[config.mk]
export PLATFORM = sky130hd
export DESIGN_NAME = display_link_target_mp
export DESIGN_NICKNAME = d
export VERILOG_FILES = /design/src/rtl/display_link_target_mp.sv
export SDC_FILE = /design/constraint.sdc
export NUM_CORES = 1
export LEC_CHECK = 0
export BUFFER_PORTS_ARGS = -buffer_cell sky130_fd_sc_hd__buf_4
export CORE_MARGIN = 3
export CORE_UTILIZATION = 60
export CTS_BUF_LIST = sky130_fd_sc_hd__clkbuf_4 sky130_fd_sc_hd__clkbuf_8
export DETAILED_ROUTE_END_ITERATION = 10
export GPL_TIMING_DRIVEN = 1
export PLACE_DENSITY_LB_ADDON = 0.2
export SYNTH_ARGS = -nofsm -noshare
export SYNTH_HDL_FRONTEND = slang
export SYNTH_SLANG_ARGS = --single-unit
[constraint.sdc]
create_clock -name c -period 5.8 [get_ports c]
set_clock_uncertainty 0.2 [all_clocks]
set_input_delay 0.87 -clock c [delete_from_list [all_inputs] [get_ports c]]
set_output_delay 0.87 -clock c [all_outputs]
set_load 0.03 [all_outputs]
[src/rtl/display_link_target_mp.sv]
// Multi-lane display link target deserialiser.
// Recovers host bits from oversampled host-clock/data samples, frames them on a
// long clock-high sync, decodes one header word plus PIXELS pixel words, and
// shifts a status/readback word back to the host on sdo.
// Pipeline: stage 1 registers edge/sync detection, stage 2 runs the frame FSM,
// so strobes appear two c cycles after the cycle holding the final edge.
// Handshake: outputs are single-cycle strobes with no back-pressure; a strobe
// qualifies the data/address outputs registered in the same cycle.
module display_link_target_mp #(
  parameter int SAMPLES = 4,
  parameter int LANES   = 1,
  parameter int PIX_W   = 16,
  parameter int PIXELS  = 4,
  parameter int SYNC_HI = 12,
  parameter int RD_W    = 16
) (
  input  logic                       c,
  input  logic                       reset_n,
  input  logic [SAMPLES-1:0]         ic,
  input  logic [LANES*SAMPLES-1:0]   id,
  output logic                       sdo,
  output logic                       pixel_valid,
  output logic                       pixel_sof,
  output logic [PIX_W-1:0]           pixel_data,
  output logic                       wvalid,
  output logic [3:0]                 addr,
  output logic [7:0]                 wdata,
  input  logic [RD_W-1:0]            rdata,
  output logic                       sda_t,
  output logic                       scl_t,
  input  logic                       sda_d,
  input  logic                       scl_d,
  input  logic                       fifostat,
  output logic                       frame_err,
  output logic                       overrun_err,
  output logic [1:0]                 dbg_state
);

  localparam int EDGES = PIX_W / LANES;
  localparam int BCW   = (EDGES > 1) ? $clog2(EDGES) : 1;
  localparam int PCW   = (PIXELS > 1) ? $clog2(PIXELS) : 1;
  localparam int RUN_W = $clog2(SYNC_HI + 1);
  localparam int RB_W  = RD_W + 4;
  localparam int RBC_W = $clog2(RB_W + 1);

  localparam logic [BCW-1:0]   B_LAST = BCW'(EDGES - 1);
  localparam logic [PCW-1:0]   P_LAST = PCW'(PIXELS - 1);
  localparam logic [RUN_W-1:0] SYNC_V = RUN_W'(SYNC_HI);
  localparam logic [RUN_W-1:0] STEP_V = RUN_W'(SAMPLES);
  localparam logic [RBC_W-1:0] RB_LEN = RBC_W'(RB_W);

  localparam logic [1:0] S_HUNT   = 2'd0;
  localparam logic [1:0] S_HEADER = 2'd1;
  localparam logic [1:0] S_PIXEL  = 2'd2;
  localparam logic [1:0] S_DONE   = 2'd3;

  // ---------------- stage 1: edge and sync detection ----------------
  logic               prev_q;
  logic [RUN_W-1:0]   run_q, run_d, tcnt;
  logic               synced_q, synced_d;
  logic               sync_q, ev_q, ovr_q;
  logic [LANES-1:0]   bits_q, edge_bits;
  logic [SAMPLES:0]   ic_ext;
  logic [SAMPLES-1:0] rise;
  logic               multi, all_ones, sync_fire;

  assign ic_ext   = {ic, prev_q};
  assign rise     = ic & ~ic_ext[SAMPLES-1:0];
  assign multi    = |(rise & (rise - SAMPLES'(1)));
  assign all_ones = &ic;

  // Capture lane data at the earliest rising edge of the cycle.
  always_comb begin
    edge_bits = '0;
    for (int k = SAMPLES - 1; k >= 0; k--) begin
      if (rise[k]) begin
        for (int l = 0; l < LANES; l++) edge_bits[l] = id[l*SAMPLES + k];
      end
    end
  end

  // High-run counter: saturating add on all-high, else trailing-ones count.
  always_comb begin
    tcnt = '0;
    for (int k = 0; k < SAMPLES; k++) begin
      if (ic[k]) tcnt = tcnt + RUN_W'(1);
      else       tcnt = '0;
    end
    if (all_ones) run_d = (run_q >= SYNC_V - STEP_V) ? SYNC_V : run_q + STEP_V;
    else          run_d = tcnt;
  end

  // Sync fires once per high period; the flag re-arms on any low sample.
  assign sync_fire = all_ones & (run_d == SYNC_V) & ~synced_q;
  assign synced_d  = all_ones & (synced_q | sync_fire);

  // Stage 1 registers.
  always_ff @(posedge c or negedge reset_n) begin
    if (!reset_n) begin
      prev_q   <= 1'b0;
      run_q    <= '0;
      synced_q <= 1'b0;
      sync_q   <= 1'b0;
      ev_q     <= 1'b0;
      ovr_q    <= 1'b0;
      bits_q   <= '0;
    end else begin
      prev_q   <= ic[SAMPLES-1];
      run_q    <= run_d;
      synced_q <= synced_d;
      sync_q   <= sync_fire;
      ev_q     <= (|rise) & ~sync_fire;
      ovr_q    <= multi;
      bits_q   <= edge_bits;
    end
  end

  // ---------------- stage 2: frame FSM and readback ----------------
  logic [1:0]       state_q, state_d;
  logic [BCW-1:0]   bcnt_q, bcnt_d;
  logic [PIX_W-1:0] word_q, word_d, word_next;
  logic [PCW-1:0]   pcnt_q, pcnt_d;
  logic             hsof_q, hsof_d;
  logic             sda_t_q, sda_t_d, scl_t_q, scl_t_d;
  logic [3:0]       addr_q, addr_d;
  logic [7:0]       wdata_q, wdata_d;
  logic             wvalid_q, wvalid_d, pv_q, pv_d, psof_q, psof_d;
  logic [PIX_W-1:0] pdata_q, pdata_d;
  logic             ferr_q, ferr_d, oerr_q, oerr_d;
  logic [RB_W-1:0]  rb_q, rb_d;
  logic [RBC_W-1:0] rbc_q, rbc_d;
  logic             sdo_q, sdo_d;
  logic [PIX_W+LANES-1:0] word_cat;

  // New lane bits enter at the top so the first edge ends up at bit 0.
  assign word_cat  = {bits_q, word_q};
  assign word_next = word_cat[PIX_W+LANES-1:LANES];

  // Next-state logic: sync has priority, then edge processing.
  always_comb begin
    state_d  = state_q;
    bcnt_d   = bcnt_q;
    word_d   = word_q;
    pcnt_d   = pcnt_q;
    hsof_d   = hsof_q;
    sda_t_d  = sda_t_q;
    scl_t_d  = scl_t_q;
    addr_d   = addr_q;
    wdata_d  = wdata_q;
    wvalid_d = 1'b0;
    pv_d     = 1'b0;
    psof_d   = 1'b0;
    pdata_d  = pdata_q;
    ferr_d   = 1'b0;
    oerr_d   = ovr_q;
    rb_d     = rb_q;
    rbc_d    = rbc_q;
    sdo_d    = sdo_q;
    if (sync_q) begin
      state_d = S_HEADER;
      bcnt_d  = '0;
      ferr_d  = (state_q == S_PIXEL) || ((state_q == S_HEADER) && (bcnt_q != '0));
      rb_d    = {rdata, fifostat, sda_d, scl_d, 1'b1};
      rbc_d   = RB_LEN;
    end else if (ev_q && (state_q != S_HUNT)) begin
      if (rbc_q != '0) begin
        sdo_d = rb_q[0];
        rb_d  = rb_q >> 1;
        rbc_d = rbc_q - RBC_W'(1);
      end else begin
        sdo_d = 1'b0;
      end
      if ((state_q == S_HEADER) || (state_q == S_PIXEL)) begin
        word_d = word_next;
        if (bcnt_q == B_LAST) begin
          bcnt_d = '0;
          if (state_q == S_HEADER) begin
            hsof_d   = word_next[15];
            wvalid_d = word_next[14];
            sda_t_d  = word_next[13];
            scl_t_d  = word_next[12];
            addr_d   = word_next[11:8];
            wdata_d  = word_next[7:0];
            pcnt_d   = '0;
            state_d  = S_PIXEL;
          end else begin
            pv_d    = 1'b1;
            pdata_d = word_next;
            psof_d  = hsof_q && (pcnt_q == '0);
            pcnt_d  = pcnt_q + PCW'(1);
            if (pcnt_q == P_LAST) state_d = S_DONE;
          end
        end else begin
          bcnt_d = bcnt_q + BCW'(1);
        end
      end
    end
  end

  // Stage 2 registers; I2C tri-state controls reset released (high).
  always_ff @(posedge c or negedge reset_n) begin
    if (!reset_n) begin
      state_q  <= S_HUNT;
      bcnt_q   <= '0;
      word_q   <= '0;
      pcnt_q   <= '0;
      hsof_q   <= 1'b0;
      sda_t_q  <= 1'b1;
      scl_t_q  <= 1'b1;
      addr_q   <= '0;
      wdata_q  <= '0;
      wvalid_q <= 1'b0;
      pv_q     <= 1'b0;
      psof_q   <= 1'b0;
      pdata_q  <= '0;
      ferr_q   <= 1'b0;
      oerr_q   <= 1'b0;
      rb_q     <= '0;
      rbc_q    <= '0;
      sdo_q    <= 1'b0;
    end else begin
      state_q  <= state_d;
      bcnt_q   <= bcnt_d;
      word_q   <= word_d;
      pcnt_q   <= pcnt_d;
      hsof_q   <= hsof_d;
      sda_t_q  <= sda_t_d;
      scl_t_q  <= scl_t_d;
      addr_q   <= addr_d;
      wdata_q  <= wdata_d;
      wvalid_q <= wvalid_d;
      pv_q     <= pv_d;
      psof_q   <= psof_d;
      pdata_q  <= pdata_d;
      ferr_q   <= ferr_d;
      oerr_q   <= oerr_d;
      rb_q     <= rb_d;
      rbc_q    <= rbc_d;
      sdo_q    <= sdo_d;
    end
  end

  assign sdo         = sdo_q;
  assign pixel_valid = pv_q;
  assign pixel_sof   = psof_q;
  assign pixel_data  = pdata_q;
  assign wvalid      = wvalid_q;
  assign addr        = addr_q;
  assign wdata       = wdata_q;
  assign sda_t       = sda_t_q;
  assign scl_t       = scl_t_q;
  assign frame_err   = ferr_q;
  assign overrun_err = oerr_q;
  assign dbg_state   = state_q;

endmodule

# Word level (Yosys, flattened, before mapping)
# Index checks and enable logic that the tools add are counted.
# word_totals
memories	0
ramBits	0
latchBits	0
romBits	0
output_inout_bits	38
reg_bits	96
in_bits	29
wordCells	120
# classes
bitwise_logic	12
muxes	44
magnitude_cmp	1
shifts	0
eq_ne	5
mul	0
n_reduce_logical	25
n_div	0
n_addsub	8
# ops
cell	count
$mux W20	3
$mux W4	9
$mux W1	22
$add A4 B1 Y4 const B	4
$mux W5	3
$mux W2	7
$reduce_and A4 Y1	3
$reduce_and A5 Y1	2
$reduce_bool A2 Y1	5
$and A4 B4 Y4	2
$eq A4 B4 Y1 const B	2
$reduce_or A4 Y1	2
$reduce_and A2 Y1	3
$reduce_bool A5 Y1	1
$sub A5 B1 Y5 const B	1
$add A4 B3 Y4 const B	1
$and A1 B1 Y1	4
$eq A2 B2 Y1 const B	2
$ge A4 B4 Y1 const B	1
$not A1 Y1	4
$not A4 Y4	1
$reduce_bool A4 Y1	1
$sub A4 B1 Y4 const B	1
$logic_and A1 B1 Y1	3
7 further kinds	8

# Depth between registers and ports, before layout
# Gate-level depths: netlist (run 1).
# depth
ltp_word	13
ltp_mapped	10
depth_no_buf	9

# Worst setup path before layout (run 1)
# No wires, ideal clock.
# synth_path
path_kind	in2reg
startpoint	in ic[0]
endpoint	reg run_q[2]
setup_time_ns	0.084
path_stages	10
required_time_ns	5.516
path_buffers	1
slack_ns	3.292
t_arrival_ns	2.224
path_cell_list	clkbuf_1 inv_1 nand2_1 inv_1 ha_1 and2_1 ha_1 nor2b_1 o211ai_1 a21boi_0
# synth_via
elab_chain_cells	8
word_cells_on_any_way	9
classes_between	3 x add/sub; 5 x mux; 1 x reduce/logical
# synth_lines
element	line_no	source
start, declared	19	input logic [SAMPLES-1:0] ic,
$mux W1	86	if (ic[k]) tcnt = tcnt + RUN_W'(1);
$add A4 B1 Y4	86	
$mux W4	86	
$add A4 B1 Y4	86	
$mux W4	86	
$add A4 B1 Y4	86	
$mux W4	86	
$mux W4 (*)	89	if (all_ones) run_d = (run_q >= SYNC_V - STEP_V) ? SYNC_V : run_q + STEP_V;
net run_d[2]	59	logic [RUN_W-1:0] run_q, run_d, tcnt;
end signal, assigned	109	run_q <= run_d;
end, declared	59	
# Mark *: on every way through the listed nets, which the timed path passes. The rest lies on a longest branch.
# A chain may end at the register's enable or synchronous reset.

# Worst setup path after layout (run 1)
# layout_path
startpoint	reg sync_q
endpoint	reg pdata_q[1], in the netlist pixel_data[1]
# layout_via
elab_chain_cells	2
# layout_lines
element	line_no	source
start, declared	61	logic sync_q, ev_q, ovr_q;
start signal, assigned	111	sync_q <= sync_fire;
$not A1 Y1 (no source line)	--	
$reduce_and A5 Y1 (no source line)	--	
end signal, assigned	234	pdata_q <= pdata_d;
end, declared	128	logic [PIX_W-1:0] pdata_q, pdata_d;
# Every way passes these cells.

==> flow_metrics.tcl, run 1 <==
set metrics [dict create \
    worstHoldPathType "reg -> reg" \
    cp-end-kind "register" \
    drc 0 \
    finalSetupViolCount 0 \
    final-hold-violation-count 0 \
    post-synth-top-area-fraction_pct 54.67 \
    rsz0062_at_grt "no" \
    ys_seq_elements 93 \
    hpwl_um 5208 \
    grt_antenna_before_repair 0 \
    p_leak_uw 0.002338 \
    syn_inst 339 \
    clkSinkCount 93 \
    dpl-instance-area_um2 4654 \
    slew_violations 0 \
    critical_path_arrival_ns 2.95 \
    io_pins 67 \
    die-area_um2 7978 \
    worst_pin_slew_ns 1.261 \
    htree_num_levels 3 \
    async_flop_share_pct 100.0 \
    pwr_density_cell_nw_per_um2 255.0 \
    syn_nets 379 \
    power.total_uw 1237 \
    fin_tns_setup_ns 0 \
    grt_util_all_layers_pct 21.52 \
    layout-drive-gt1-share_pct 35.01 \
    path_max_fanout 35 \
    drv_cap 0 \
    ys_top_cells_by_count "dfrtp_1 (91), mux2_2 (41), o21ai_0 (28)" \
    syn2layout_area_growth_pct 16.46 \
    first_global_vias 2755 \
    cts_resized 0 \
    stdcell_area_um2 4851 \
    die_x_um 89.32 \
    clkLatencyLatePin_ns 0.35 \
    rows 29 \
    antenna_left 0 \
    synth-edff-count 0 \
    status "finished, final reports clean" \
    cts_buffer_depth 2 \
    fin_crit_sh_pct 50.39 \
    grtUsageMet1_pct 31.66 \
    netlist_area_um2 4165 \
    grt_max_degree 64 \
    clock.fmax_mhz 342.2 \
    synth_area_leaders "dfrtp_1 (55%), mux2_2 (11%), a2bb2oi_1 (3.8%)" \
    overflow 0 \
    numCtsBuffers 9 \
    synth-main-ff-cell "dfrtp_1" \
    cts_setup_buffers 0 \
    worstPathRequired_ns 5.83 \
    core_area_um2 6531 \
    wirelength_um 7996 \
    fin_cells 474 \
    fp.dieH_um 89.32 \
    cts_tree "yes" \
    met2_usage_pct 31.82 \
    place_inst 458 \
    synth_warnings 0 \
    post-synth-top-count-cell "dfrtp_1" \
    avgSynthCellArea_um2 12.29 \
    route.vias.total 2827 \
    io_buffers 66 \
    yosys.area.top_type "dfrtp_1" \
    period_needed_ns 2.923 \
    via_per_inst 5.964 \
    relSlewSlack_pct 15.55 \
    startpoint_type "register" \
    first_iter_violations 103 \
    initial_core_util_pct 63.77 \
    cts_root_buf "clkbuf_8" \
    cts_hold_buffers 0 \
    critical_path_class "reg -> reg" \
    diodes 0 \
    yosysUniqueCellTypes 46 \
    grtUsageMet3_pct 5.069 \
    ir_worst_vdd_v 0.0001707 \
    ys_seq_area_share_pct 55.93 \
    grt_pass1_wl_um 13280 \
    grt.busiest_layer "met2" \
    dr.pass1.iters 4 \
    path_clk_slew_ns 0.08 \
    fin_nets 432 \
    avgRoutedWirePerCell_um 16.87 \
    gp_congestion 0.7563 \
]
==> worst max-delay path, stage by stage (launching register included) <==
cell and delay, ns:
dfrtp_1 0.77, or3b_4 0.60, nor3_4 0.82, mux2_2 0.42
==> sequential cells by signal, summed over array words and instances (netlist names), 2 cells and up <==
signal	flops
addr	4
bcnt_q	4
dbg_state	2
pcnt_q	2
pixel_data	16
rb_q	20
rbc_q	5
run_q	2
wdata	8
word_q	15
==> where the power goes <==
part	internal (uW)	switching (uW)	leakage [uW]
sequential	665	13.4	0.00123
combinational	47.3	88.7	0.00100
clock	204	218	0.0000996
total	917	320	0.00234
==> stage by stage <==
| step | setup slack [ns] | utilization [%] | hold WS [ns] |
|---|---|---|---|
| after global placement | 2.922 | 71.26 | 0.1361 |
| after detailed placement | 2.853 | 71.26 | 0.1523 |
| after global routing | 2.712 | 74.27 | 0.1576 |
| final | 2.877 | 74.27 | 0.1571 |
| after CTS | 2.849 | 74.27 | 0.1612 |
| after floorplan | 3.292 | - | 0.1312 |
==> cell type report <==
class / count / area, um2
flip-flops and latches: 93 / 2330
fillers: 416 / 1680
multi-input cells: 208 / 1673
repair buffers: 68 / 510.5
clock buffers: 10 / 131.4
well taps: 77 / 96.34
clock inverters: 6 / 65.06
inverters: 12 / 45.04
==> cells in the final DEF (no fill, tap or decap), types with 2 or more instances in the layout <==
master	count
a41oi_1	2
a21boi_0	3
a22o_1	2
a21oi_1	9
nand3_1	7
dfrtp_1	91
nor2_1	9
nand4b_1	2
nor2b_1	3
and3_1	3
ha_1	11
nand2_1	7
buf_4	68
mux2_4	7
a311oi_1	2
o211ai_1	3
clkinv_4	2
mux2_2	41
dfstp_2	2
inv_1	12
clkbuf_8	9
a21o_1	2
nor3b_1	2
and2_1	3
nand2b_1	4
nand4_1	2
a2bb2oi_1	18
a31oi_1	21
clkinv_2	2
o21ai_0	28
and4_1	2
==> cell families (layout without fill, tap and decap cells) <==
group | count (synthesis) | in the layout | synth area share, %
buffers and inverters | 38 | 96 | 4.115
and+or+nand+nor | 53 | 53 | 7.750
xor gates and xnor gates | 1 | 1 | 0.2103
AOI/OAI and AO/OA | 95 | 95 | 15.08
adders and majority gates | 11 | 11 | 3.304
DFF | 93 | 93 | 55.93
muxes | 48 | 48 | 13.61
==> final timing paths <==
check | start | to | slack [ns] | depth (start not counted)
max in group asynchronous | reset_n | rb_q[17] | 4.08 | 2
worst max register to register | sync_q | pixel_data[1] | 2.88 | 3
worst max-delay path | sync_q | pixel_data[1] | 2.88 | 3
worst min-delay path | oerr_d | overrun_err | 0.16 | 0
worst min register to register | oerr_d | overrun_err | 0.16 | 0
min in group asynchronous | reset_n | addr[3] | 0.23 | 1
==> per-layer routing <==
layer | share of wire, % | up-vias
li1 | - | 1348
met1 | 47 | 1401
met2 | 47 | 71
met3 | 4.9 | 7
met4 | 1.1 | 0
met5 | 0 | -
(Power assumes the default switching activity.)
==> run 2: changes to the inputs <==
--- a/config.mk
+++ b/config.mk
@@ -7,7 +7,7 @@
 export LEC_CHECK = 0
 export BUFFER_PORTS_ARGS = -buffer_cell sky130_fd_sc_hd__buf_4
 export CORE_MARGIN = 3
-export CORE_UTILIZATION = 60
+export CORE_UTILIZATION = 58
 export CTS_BUF_LIST = sky130_fd_sc_hd__clkbuf_4 sky130_fd_sc_hd__clkbuf_8
 export DETAILED_ROUTE_END_ITERATION = 10
 export GPL_TIMING_DRIVEN = 1
==> constraint.sdc (replaced) <==
create_clock -name c -period 2.7 [get_ports c]
set_clock_uncertainty 0.2 [all_clocks]
set_input_delay 0.405 -clock c [delete_from_list [all_inputs] [get_ports c]]
set_output_delay 0.405 -clock c [all_outputs]
set_load 0.03 [all_outputs]
==> run 2 against run 1 <==
Global-route usage up 0.42 points. Highest routed layer unchanged. Critical path depth up 2. Largest cell class unchanged. Via count is 3.3% higher.
==> flow_metrics.tcl, run 2 (synthesis gave the netlist of run 1 again) <==
set metrics [dict create \
    status "finished, final reports clean" \
    die_x_um 90.75 \
    clkLatencyLatePin_ns 0.35 \
    layout_common_cells "dfrtp_1 (91), buf_4 (71), mux2_2 (41)" \
    regMostFlops "rb_q" \
    fin_crit_sh_pct 86.57 \
    worstPathRequired_ns 2.74 \
    grt_antenna_before_repair 0 \
    clkSinkCount 93 \
    grt_util_all_layers_pct 21.94 \
    final-hold-violation-count 0 \
    rsz0062_at_grt "no" \
    ir_worst_vdd_v 0.0002791 \
    initial_core_util_pct 60.64 \
    first_global_vias 3014 \
    antenna_left 0 \
    period_needed_ns 2.337 \
    fin_nets 439 \
    finalSetupViolCount 0 \
    min-delay-start "ic[3]" \
    largest_reg_flops 20 \
    rr_endpoint "wdata[0]" \
    place_ws_ns 0.3819 \
    cts_buffer_depth 2 \
    wirelength_um 8364 \
    p_leak_uw 0.002370 \
    diodes 0 \
    worst_pin_slew_ns 0.6644 \
    layout-drive-gt1-share_pct 35.89 \
    drc 0 \
    hold-worst-slack_ns 0.01352 \
    overflow 0 \
    fin_tns_setup_ns 0 \
    critical_path_arrival_ns 2.38 \
    num-fill-cells 487 \
    holdPathEnd "prev_q" \
    die-area_um2 8235 \
    final_common_cell "dfrtp_1" \
    avgRoutedWirePerCell_um 16.73 \
    first_iter_violations 220 \
    relSlewSlack_pct 55.71 \
    gp_congestion 0.8624 \
    htree_num_levels 3 \
    grt_pass1_wl_um 14830 \
    r2r_start "dbg_state[0]" \
    numCtsBuffers 9 \
    worst_slack_ns 0.3626 \
    cts_resized 0 \
    via_per_inst 5.840 \
    clock.fmax_mhz 427.8 \
    utilization_pct 72.09 \
    min_path_cells 1 \
    dr.pass1.iters 4 \
    worstHoldPathType "in -> reg" \
    rrSetupSlack_ns 0.36 \
    route.vias.total 2920 \
    io_buffers 66 \
    path_clk_slew_ns 0.09 \
    pwr_density_cell_nw_per_um2 529.6 \
    reg2reg_depth 5 \
    cp-end-kind "register" \
    slew_violations 0 \
    fp.dieH_um 90.75 \
    startpoint_type "register" \
    io_pins 67 \
    rows 30 \
    cts_tree "yes" \
    drv_cap 0 \
    hpwl_um 5427 \
    cts_root_buf "clkbuf_8" \
    grt_max_degree 51 \
    core_area_um2 6869 \
    path_max_fanout 15 \
    syn2layout_area_growth_pct 18.89 \
    critical_path_class "reg -> reg" \
]
[run 2: changes by cell type in the layout (fill, tap and decap cells not counted)]
cell / change
clkinv_4: -1
clkbuf_8: +1
clkinvlp_4: +2
dlygate4sd3_1: +1
bufinv_16: -1
clkinv_2: -1
buf_4: +3
buf_12: +3
[run 2: layout make-up]
| type | count | area [um2] | area share, % |
|---|---|---|---|
| Clock inverter | 5 | 36.28 | 0.7327 |
| Sequential cell | 93 | 2330 | 47.04 |
| Tap cell | 96 | 120.1 | 2.425 |
| Timing Repair Buffer | 75 | 603.1 | 12.18 |
| Inverter | 12 | 45.04 | 0.9096 |
| Clock buffer | 11 | 145.1 | 2.931 |
| Multi-Input combinational cell | 208 | 1673 | 33.78 |
[run 2: worst max-delay path, cell delays in order (launching register included)]
cell and delay (ns):
dfrtp_1 0.40, inv_1 0.08, ha_1 0.41, and4_1 0.34, nand3_2 0.38, mux2_2 0.42
[run 2: how the worst max path moves through the flow]
stage	startpoint	end	cells past startpoint	slack [ns]
3_3_place_gp	dbg_state[0]	pixel_data[0]	6	0.41
5_1_grt	dbg_state[0]	wdata[7]	5	0.18
2_1_floorplan	dbg_state[0]	pixel_data[10]	6	0.22
4_1_cts	dbg_state[0]	wdata[7]	5	0.34
3_5_place_dp	dbg_state[0]	pixel_data[7]	6	0.38
6_report	dbg_state[0]	wdata[0]	5	0.36
[run 2: power breakdown]
part | leakage, uW | internal [uW] | switching (uW) | total (uW)
clock network | 0.0000850 | 370 | 481 | 851
logic | 0.00105 | 117 | 199 | 315
registers | 0.00123 | 1430 | 26.7 | 1460
[run 2: layer usage]
metal | vias up | part of all wire, % | wire [um] | global-route usage [%]
met5 | - | 0 | 0 | 0
met2 | 79 | 49 | 4062 | 35.27
met4 | 0 | 1.2 | 97 | 7.270
li1 | 1351 | - | - | -
met3 | 9 | 4.8 | 402 | 4.333
met1 | 1481 | 45 | 3801 | 30.03
[run 2: stage by stage]
| step | cell area (um2) | total power [uW] | cells |
|---|---|---|---|
| after floorplan | 4165 | 1658 | 339 |
| after global placement | 4761 | 1787 | 483 |
| after detailed placement | 4761 | 1795 | 483 |
| after CTS | 4952 | 2639 | 500 |
| after global routing | 4952 | 2738 | 500 |
| final | 4952 | 2623 | 500 |
[run 2: timing repair]
action	4_1_cts	5_1_grt
buffers inserted	0	0
hold buffers	1	0
hold endpoints to repair	43	0
setup endpoints to repair	0	0
